### config.mk
export PLATFORM = sky130hd
export DESIGN_NAME = tlb_op_sequencer_flat
export DESIGN_NICKNAME = d
export VERILOG_FILES = /design/src/rtl/tlb_op_sequencer_if.sv /design/src/rtl/tlb_op_sequencer.sv /design/src/flat_wrapper.sv
export SDC_FILE = /design/constraint.sdc
export NUM_CORES = 1
export LEC_CHECK = 0
export ABC_AREA = 0
export ABC_CLOCK_PERIOD_IN_PS = 3000
export BUFFER_PORTS_ARGS = -buffer_cell sky130_fd_sc_hd__buf_2
export CAP_MARGIN = 10
export CORE_MARGIN = 5
export CORE_UTILIZATION = 47
export DETAILED_ROUTE_END_ITERATION = 7
export PLACE_DENSITY = 0.82
export SLEW_MARGIN = 20
export SYNTH_ARGS = -nofsm -noshare
export SYNTH_HDL_FRONTEND = slang
export SYNTH_SLANG_ARGS = --single-unit
### constraint.sdc
create_clock -name clk -period 3 [get_ports clk]
set_input_delay 0.45 -clock clk [delete_from_list [all_inputs] [get_ports clk]]
set_output_delay 0.45 -clock clk [all_outputs]
set_load 0.05 [all_outputs]
### src/rtl/tlb_op_sequencer_if.sv
// Bundle of the WB request handshake and the TLB read/search/write ports
// shared between the TLB maintenance sequencer and its surroundings.
interface tlb_op_sequencer_if #(
  parameter int IDXW = 4
);
  logic            req_valid;
  logic            req_ready;
  logic [2:0]      req_op;
  logic [4:0]      req_invop;
  logic [9:0]      req_asid;
  logic [18:0]     req_vppn;
  logic [IDXW-1:0] req_index;
  logic [18:0]     s1_vppn;
  logic [9:0]      s1_asid;
  logic            s1_found;
  logic [IDXW-1:0] s1_index;
  logic [IDXW-1:0] r_index;
  logic            r_e;
  logic            r_g;
  logic [5:0]      r_ps;
  logic [9:0]      r_asid;
  logic [18:0]     r_vppn;
  logic            we;
  logic [IDXW-1:0] w_index;
  logic            w_clear;
  logic            csr_srch_we;
  logic            srch_found;
  logic [IDXW-1:0] srch_index;
  logic            csr_rd_we;
  logic            done;

  modport slave (
    input  req_valid, req_op, req_invop, req_asid, req_vppn, req_index,
    input  s1_found, s1_index, r_e, r_g, r_ps, r_asid, r_vppn,
    output req_ready, s1_vppn, s1_asid, r_index, we, w_index, w_clear,
    output csr_srch_we, srch_found, srch_index, csr_rd_we, done
  );

  modport master (
    output req_valid, req_op, req_invop, req_asid, req_vppn, req_index,
    output s1_found, s1_index, r_e, r_g, r_ps, r_asid, r_vppn,
    input  req_ready, s1_vppn, s1_asid, r_index, we, w_index, w_clear,
    input  csr_srch_we, srch_found, srch_index, csr_rd_we, done
  );
endinterface

### src/rtl/tlb_op_sequencer.sv
// Sequences TLBSRCH/TLBRD/TLBWR/TLBFILL/INVTLB against the TLB ports, keeps the
// FILL replacement pointer and scans all entries for INVTLB one per cycle.
module tlb_op_sequencer #(
  parameter int TLBNUM = 16,
  parameter int IDXW   = 4
) (
  input logic            clk,
  input logic            resetn,
  tlb_op_sequencer_if.slave bus
);

  typedef enum logic [2:0] {
    ST_IDLE = 3'd0,
    ST_SRCH = 3'd1,
    ST_RD   = 3'd2,
    ST_WR   = 3'd3,
    ST_FILL = 3'd4,
    ST_INV  = 3'd5,
    ST_DONE = 3'd6
  } state_t;

  localparam logic [IDXW-1:0] LAST_IDX = IDXW'(TLBNUM - 1);
  localparam logic [IDXW-1:0] IDX_ONE  = IDXW'(1);
  localparam logic [IDXW-1:0] IDX_ZERO = IDXW'(0);

  state_t          state_r;
  logic [4:0]      invop_r;
  logic [9:0]      asid_r;
  logic [18:0]     vppn_r;
  logic [IDXW-1:0] index_r;
  logic [IDXW-1:0] fill_ptr_r;
  logic [IDXW-1:0] inv_cnt_r;
  logic            srch_found_r;
  logic [IDXW-1:0] srch_index_r;
  logic            ready_r;
  logic            done_r;
  logic            srch_we_r;
  logic            rd_we_r;
  logic            wr_we_r;
  logic [IDXW-1:0] wr_index_r;

  logic            asid_eq_s;
  logic            va_eq_s;
  logic            inv_we_s;

  // INVTLB op-field selection of which valid entries are invalidated
  function automatic logic inv_sel(input logic [4:0] invop, input logic g,
                                   input logic asid_eq, input logic va_eq);
    logic sel;
    case (invop)
      5'd0, 5'd1: sel = 1'b1;
      5'd2:       sel = g;
      5'd3:       sel = ~g;
      5'd4:       sel = ~g & asid_eq;
      5'd5:       sel = ~g & asid_eq & va_eq;
      5'd6:       sel = (g | asid_eq) & va_eq;
      default:    sel = 1'b0;
    endcase
    return sel;
  endfunction

  // Match of the entry currently presented on the read port during the scan
  always_comb begin
    asid_eq_s = (bus.r_asid == asid_r);
    if (bus.r_ps == 6'd21) begin
      va_eq_s = (bus.r_vppn[18:9] == vppn_r[18:9]);
    end else begin
      va_eq_s = (bus.r_vppn == vppn_r);
    end
    if (state_r == ST_INV) begin
      inv_we_s = bus.r_e & inv_sel(invop_r, bus.r_g, asid_eq_s, va_eq_s);
    end else begin
      inv_we_s = 1'b0;
    end
  end

  assign bus.req_ready   = ready_r;
  assign bus.s1_vppn     = vppn_r;
  assign bus.s1_asid     = asid_r;
  assign bus.r_index     = (state_r == ST_INV) ? inv_cnt_r : index_r;
  assign bus.we          = wr_we_r | inv_we_s;
  assign bus.w_index     = inv_we_s ? inv_cnt_r : wr_index_r;
  assign bus.w_clear     = inv_we_s;
  assign bus.csr_srch_we = srch_we_r;
  assign bus.srch_found  = srch_found_r;
  assign bus.srch_index  = srch_index_r;
  assign bus.csr_rd_we   = rd_we_r;
  assign bus.done        = done_r;

  // Operation FSM; strobes are set on entry to the state they belong to
  always_ff @(posedge clk or negedge resetn) begin
    if (!resetn) begin
      state_r      <= ST_IDLE;
      invop_r      <= 5'd0;
      asid_r       <= 10'd0;
      vppn_r       <= 19'd0;
      index_r      <= IDX_ZERO;
      fill_ptr_r   <= IDX_ZERO;
      inv_cnt_r    <= IDX_ZERO;
      srch_found_r <= 1'b0;
      srch_index_r <= IDX_ZERO;
      ready_r      <= 1'b1;
      done_r       <= 1'b0;
      srch_we_r    <= 1'b0;
      rd_we_r      <= 1'b0;
      wr_we_r      <= 1'b0;
      wr_index_r   <= IDX_ZERO;
    end else begin
      done_r    <= 1'b0;
      srch_we_r <= 1'b0;
      rd_we_r   <= 1'b0;
      wr_we_r   <= 1'b0;
      case (state_r)
        ST_IDLE: begin
          if (bus.req_valid) begin
            ready_r <= 1'b0;
            invop_r <= bus.req_invop;
            asid_r  <= bus.req_asid;
            vppn_r  <= bus.req_vppn;
            index_r <= bus.req_index;
            case (bus.req_op)
              3'd0: state_r <= ST_SRCH;
              3'd1: begin
                state_r <= ST_RD;
                rd_we_r <= 1'b1;
              end
              3'd2: begin
                state_r    <= ST_WR;
                wr_we_r    <= 1'b1;
                wr_index_r <= bus.req_index;
              end
              3'd3: begin
                state_r    <= ST_FILL;
                wr_we_r    <= 1'b1;
                wr_index_r <= fill_ptr_r;
              end
              3'd4: begin
                state_r   <= ST_INV;
                inv_cnt_r <= IDX_ZERO;
              end
              default: begin
                state_r <= ST_DONE;
                done_r  <= 1'b1;
              end
            endcase
          end else begin
            ready_r <= 1'b1;
          end
        end
        ST_SRCH: begin
          srch_found_r <= bus.s1_found;
          srch_index_r <= bus.s1_index;
          srch_we_r    <= 1'b1;
          done_r       <= 1'b1;
          state_r      <= ST_DONE;
        end
        ST_RD, ST_WR: begin
          done_r  <= 1'b1;
          state_r <= ST_DONE;
        end
        ST_FILL: begin
          // TLBNUM is a power of two, so the natural wrap gives LAST_IDX -> 0
          fill_ptr_r <= fill_ptr_r + IDX_ONE;
          done_r     <= 1'b1;
          state_r    <= ST_DONE;
        end
        ST_INV: begin
          if (inv_cnt_r == LAST_IDX) begin
            inv_cnt_r <= IDX_ZERO;
            done_r    <= 1'b1;
            state_r   <= ST_DONE;
          end else begin
            inv_cnt_r <= inv_cnt_r + IDX_ONE;
          end
        end
        ST_DONE: begin
          ready_r <= 1'b1;
          state_r <= ST_IDLE;
        end
        default: begin
          ready_r <= 1'b1;
          state_r <= ST_IDLE;
        end
      endcase
    end
  end

endmodule

### src/flat_wrapper.sv
// flat-port wrapper written by rule: the top's interface ports become plain ports
module tlb_op_sequencer_flat 
#(
  parameter int TLBNUM = 16,
  parameter int IDXW   = 4
)
  (clk, resetn, bus_req_valid, bus_req_op, bus_req_invop, bus_req_asid, bus_req_vppn, bus_req_index, bus_s1_found, bus_s1_index, bus_r_e, bus_r_g, bus_r_ps, bus_r_asid, bus_r_vppn, bus_req_ready, bus_s1_vppn, bus_s1_asid, bus_r_index, bus_we, bus_w_index, bus_w_clear, bus_csr_srch_we, bus_srch_found, bus_srch_index, bus_csr_rd_we, bus_done);
  tlb_op_sequencer_if #(.IDXW(IDXW)) bus_i ();
  input logic clk;
  input logic resetn;
  input wire logic [$bits(bus_i.req_valid)-1:0] bus_req_valid;
  input wire logic [$bits(bus_i.req_op)-1:0] bus_req_op;
  input wire logic [$bits(bus_i.req_invop)-1:0] bus_req_invop;
  input wire logic [$bits(bus_i.req_asid)-1:0] bus_req_asid;
  input wire logic [$bits(bus_i.req_vppn)-1:0] bus_req_vppn;
  input wire logic [$bits(bus_i.req_index)-1:0] bus_req_index;
  input wire logic [$bits(bus_i.s1_found)-1:0] bus_s1_found;
  input wire logic [$bits(bus_i.s1_index)-1:0] bus_s1_index;
  input wire logic [$bits(bus_i.r_e)-1:0] bus_r_e;
  input wire logic [$bits(bus_i.r_g)-1:0] bus_r_g;
  input wire logic [$bits(bus_i.r_ps)-1:0] bus_r_ps;
  input wire logic [$bits(bus_i.r_asid)-1:0] bus_r_asid;
  input wire logic [$bits(bus_i.r_vppn)-1:0] bus_r_vppn;
  output wire logic [$bits(bus_i.req_ready)-1:0] bus_req_ready;
  output wire logic [$bits(bus_i.s1_vppn)-1:0] bus_s1_vppn;
  output wire logic [$bits(bus_i.s1_asid)-1:0] bus_s1_asid;
  output wire logic [$bits(bus_i.r_index)-1:0] bus_r_index;
  output wire logic [$bits(bus_i.we)-1:0] bus_we;
  output wire logic [$bits(bus_i.w_index)-1:0] bus_w_index;
  output wire logic [$bits(bus_i.w_clear)-1:0] bus_w_clear;
  output wire logic [$bits(bus_i.csr_srch_we)-1:0] bus_csr_srch_we;
  output wire logic [$bits(bus_i.srch_found)-1:0] bus_srch_found;
  output wire logic [$bits(bus_i.srch_index)-1:0] bus_srch_index;
  output wire logic [$bits(bus_i.csr_rd_we)-1:0] bus_csr_rd_we;
  output wire logic [$bits(bus_i.done)-1:0] bus_done;
  assign bus_i.req_valid = bus_req_valid;
  assign bus_i.req_op = bus_req_op;
  assign bus_i.req_invop = bus_req_invop;
  assign bus_i.req_asid = bus_req_asid;
  assign bus_i.req_vppn = bus_req_vppn;
  assign bus_i.req_index = bus_req_index;
  assign bus_i.s1_found = bus_s1_found;
  assign bus_i.s1_index = bus_s1_index;
  assign bus_i.r_e = bus_r_e;
  assign bus_i.r_g = bus_r_g;
  assign bus_i.r_ps = bus_r_ps;
  assign bus_i.r_asid = bus_r_asid;
  assign bus_i.r_vppn = bus_r_vppn;
  assign bus_req_ready = bus_i.req_ready;
  assign bus_s1_vppn = bus_i.s1_vppn;
  assign bus_s1_asid = bus_i.s1_asid;
  assign bus_r_index = bus_i.r_index;
  assign bus_we = bus_i.we;
  assign bus_w_index = bus_i.w_index;
  assign bus_w_clear = bus_i.w_clear;
  assign bus_csr_srch_we = bus_i.csr_srch_we;
  assign bus_srch_found = bus_i.srch_found;
  assign bus_srch_index = bus_i.srch_index;
  assign bus_csr_rd_we = bus_i.csr_rd_we;
  assign bus_done = bus_i.done;
  tlb_op_sequencer #(.TLBNUM(TLBNUM), .IDXW(IDXW)) u_core (.clk(clk), .resetn(resetn), .bus(bus_i));
endmodule
==> reports/qor.yml <==
status: "complete, no violations"
yosys_warnings: 0
first_pass_iters: 4
tightest_slew_ns: 0.769
critPathRequiredTime_ns: 2.55
routed_wl_um: 7410
grt_pass1_wl_um: 12500
syn_nets: 347
final_cells: 479
diodes: 0
start_kind: "flip-flop"
ys_seq_area_frac: 0.515
synthSimpleGateAreaFrac: 0.114
vdd.ir_drop.worst_mv: 0.779
grt_overflow_total: 0
synth_xor_area_frac: 0.0944
core-area_sq_um: 6350
dp_hpwl_um: 5660
synth-compound-area-share: 0.0650
synth_edf_count: 0
total_power_w: 0.00480
clock_skew_ns: 0.00674
areaGrowthSynthToFinish_pct: 33.4
cp.arrival_ns: 2.53
rows: 29
via_count: 2464
hold_viol: 0
async_reset_ff_frac: 1.00
drv_slew: 0
multiInputGateArea_sq_um: 1470
slew_headroom: 0.487
grt_max_degree: 64
cts_buffer_depth: 2
endpoint_kind: "primary output"
max_freq_mhz: 336
synth_mux_area_frac: 0.186
avgSynthCellArea_sq_um: 11.8
pin_count: 134
cts_tree: "done"
cts-buffers-inserted: 9
ys_types: 41
path_clk_slew_ns: 0.06
wire_per_inst_um: 15.5
rsz0062_at_grt: "true"
ys_ff_latch: 63
die_area_sq_um: 8230
finalSetupViolCount: 0
antenna_found_initial: 0
drive_gt1_frac: 0.415
cap_violations: 0
drt_drc_violations_left: 0
clock_latency_ns: 0.33
clockRootBuffer: "clkbuf_8"
synth_cells: 259
htreeDepth: 3
io_buffers: 133
timing_worst_setup_path_type: "reg2out"
nFillCells: 515
power_leakage_nw: 2.02
ant_nets: 0
yosys.area_share.adder: 0.00817
cts_sinks: 63
synthFlopType: "dfrtp_1"
synthesis.area_sq_um: 3060
synth_top_family_by_area: "multiplexers"
gp_congestion: 0.808
die_h_um: 90.7
grt_pass1_vias: 2619
final_nets: 486
drt_iter0_drc: 66
dp.cells: 464
fin_crit_sh: 0.993
final_util: 0.643
hold_path.class: "in2async"
vias_per_cell: 5.14
worstPathMaxFanout: 6
seq_area_sq_um: 1580
chipWidth_um: 90.7
power.density_nw_per_um2: 1180
finalCriticalPeriod_ns: 2.98
floorplan.initialDensity: 0.482
grtUsageTotal: 0.186
## final timing paths
check | from | end | slack [ns] | depth (start not counted)
max | u_core.bus.s1_asid[9]$_DFFE_PN0P_ | bus_w_index[0] | 0.02 | 7
max reg2reg | u_core.state_r[2]$_DFFE_PN0P_ | u_core.bus.s1_vppn[6]$_DFFE_PN0P_ | 0.88 | 5
max in group asynchronous | resetn | u_core.bus.srch_index[3]$_DFFE_PN0P_ | 2.21 | 2
min | resetn | u_core.bus.s1_vppn[12]$_DFFE_PN0P_ | 0.29 | 2
min in group clk | bus_s1_found | u_core.bus.srch_found$_DFFE_PN0P_ | 0.33 | 2
min reg2reg | u_core.fill_ptr_r[3]$_DFFE_PN0N_ | u_core.fill_ptr_r[3]$_DFFE_PN0N_ | 0.47 | 1
## layer usage
| metal | up-vias | GRT usage | share of wire | wire (um) |
|---|---|---|---|---|
| met3 | 4 | 0.0725 | 0.088 | 651 |
| met4 | 0 | 0.0670 | 0.0061 | 45 |
| met1 | 1181 | 0.221 | 0.40 | 2940 |
| met5 | - | 0 | 0 | 0 |
| met2 | 95 | 0.306 | 0.51 | 3770 |
| li1 | 1184 | - | - | - |
## where the power goes
group,internal [W],switching [W]
sequential,0.00126,0.000363
clock,0.000423,0.000310
combinational,0.000782,0.00166
total,0.00247,0.00233
## metrics by stage
step	cell area [sq um]	worst slack (ns)	hold slack, ns	setup TNS [ns]
3_5_place_dp	3830	0.0796	0.459	0
5_1_grt	4090	-0.0559	0.308	-0.172
3_3_place_gp	3830	0.122	0.457	0
4_1_cts	4070	0.000592	0.305	0
6_report	4090	0.0213	0.286	0
2_1_floorplan	3060	-0.0688	0.154	-0.290
## cell families after synthesis
group	after synthesis
and+or+nand+nor	67
DFF	63
muxes	51
xor gates and xnor gates	33
AOI/OAI and AO/OA	30
buffers and inverters	13
adders and majority gates	2
## placed cells by master (no fill, tap or decap), types with 2 or more instances in the layout
master and n:
buf_2 129, dfrtp_1 62, mux2_1 43, nand2_1 30
xnor2_1 21, xor2_1 12, o21ai_1 11, clkbuf_8 11
nor2_1 6, a21oi_1 6, nand3_1 5, nand4_1 4
mux2i_1 4, buf_6 4, inv_1 3, a31oi_1 3
nand2b_1 3, mux2_2 3, buf_4 3, nor4_1 2
nor3_1 2, o211ai_1 2, nor2b_1 2, ha_1 2
## final cells by class
type,count,share of cell area
Sequential cell,63,0.386
Clock inverter,3,0.0104
Tap cell,77,0.0236
Timing Repair Buffer,137,0.179
Multi-Input combinational cell,183,0.359
Inverter,4,0.00368
Clock buffer,12,0.0380
## what timing repair did
| action | 4_1_cts | 5_1_grt |
|---|---|---|
| setup endpoints to repair | 4 | 4 |
| hold endpoints to repair | 0 | 0 |
| pin swaps | 4 | 0 |
| hold buffers | 0 | 0 |
| buffers inserted | 0 | 0 |
| resized for setup | 10 | 4 |
## critical path, cell delays in order, from the launching register on
cell and delay [ns]:
dfrtp_1 0.40, xor2_1 0.16, or4_4 0.56, nor3_4 0.13, o2111ai_2 0.15, o21ai_4 0.27
mux2_2 0.37, buf_6 0.15
## cell usage after synthesis (2+ instances only)
library cell  number  area (sq um)
o211ai_1           2          15.0
dfrtp_1           62          1550
a21oi_1            6          30.0
clkbuf_1           5          18.8
mux2_1            47           529
ha_1               2          25.0
nand2b_1           3          18.8
nor4b_1            2          17.5
nor3_1             2          10.0
nor2b_1            2          12.5
mux2i_1            4          40.0
nor2_1             6          22.5
buf_2              4          20.0
inv_1              3          11.3
nand4_1            4          25.0
nand2_1           30           113
xor2_1            12           105
xnor2_1           21           184
nand3_1            5          25.0
nor4_1             3          18.8
a31oi_1            3          18.8
o21ai_1           12          60.1
## state kept, by name, indices dropped and copies added, names as in the netlist
register,cells
u_core.bus.csr_rd_we,1
u_core.bus.csr_srch_we,1
u_core.bus.done,1
u_core.bus.req_ready,1
u_core.bus.s1_asid,10
u_core.bus.s1_vppn,19
u_core.bus.srch_found,1
u_core.bus.srch_index,4
u_core.fill_ptr_r,4
u_core.index_r,4
u_core.inv_cnt_r,4
u_core.invop_r,5
u_core.state_r,3
u_core.wr_index_r,4
u_core.wr_we_r,1
(Power assumes the default switching activity.)
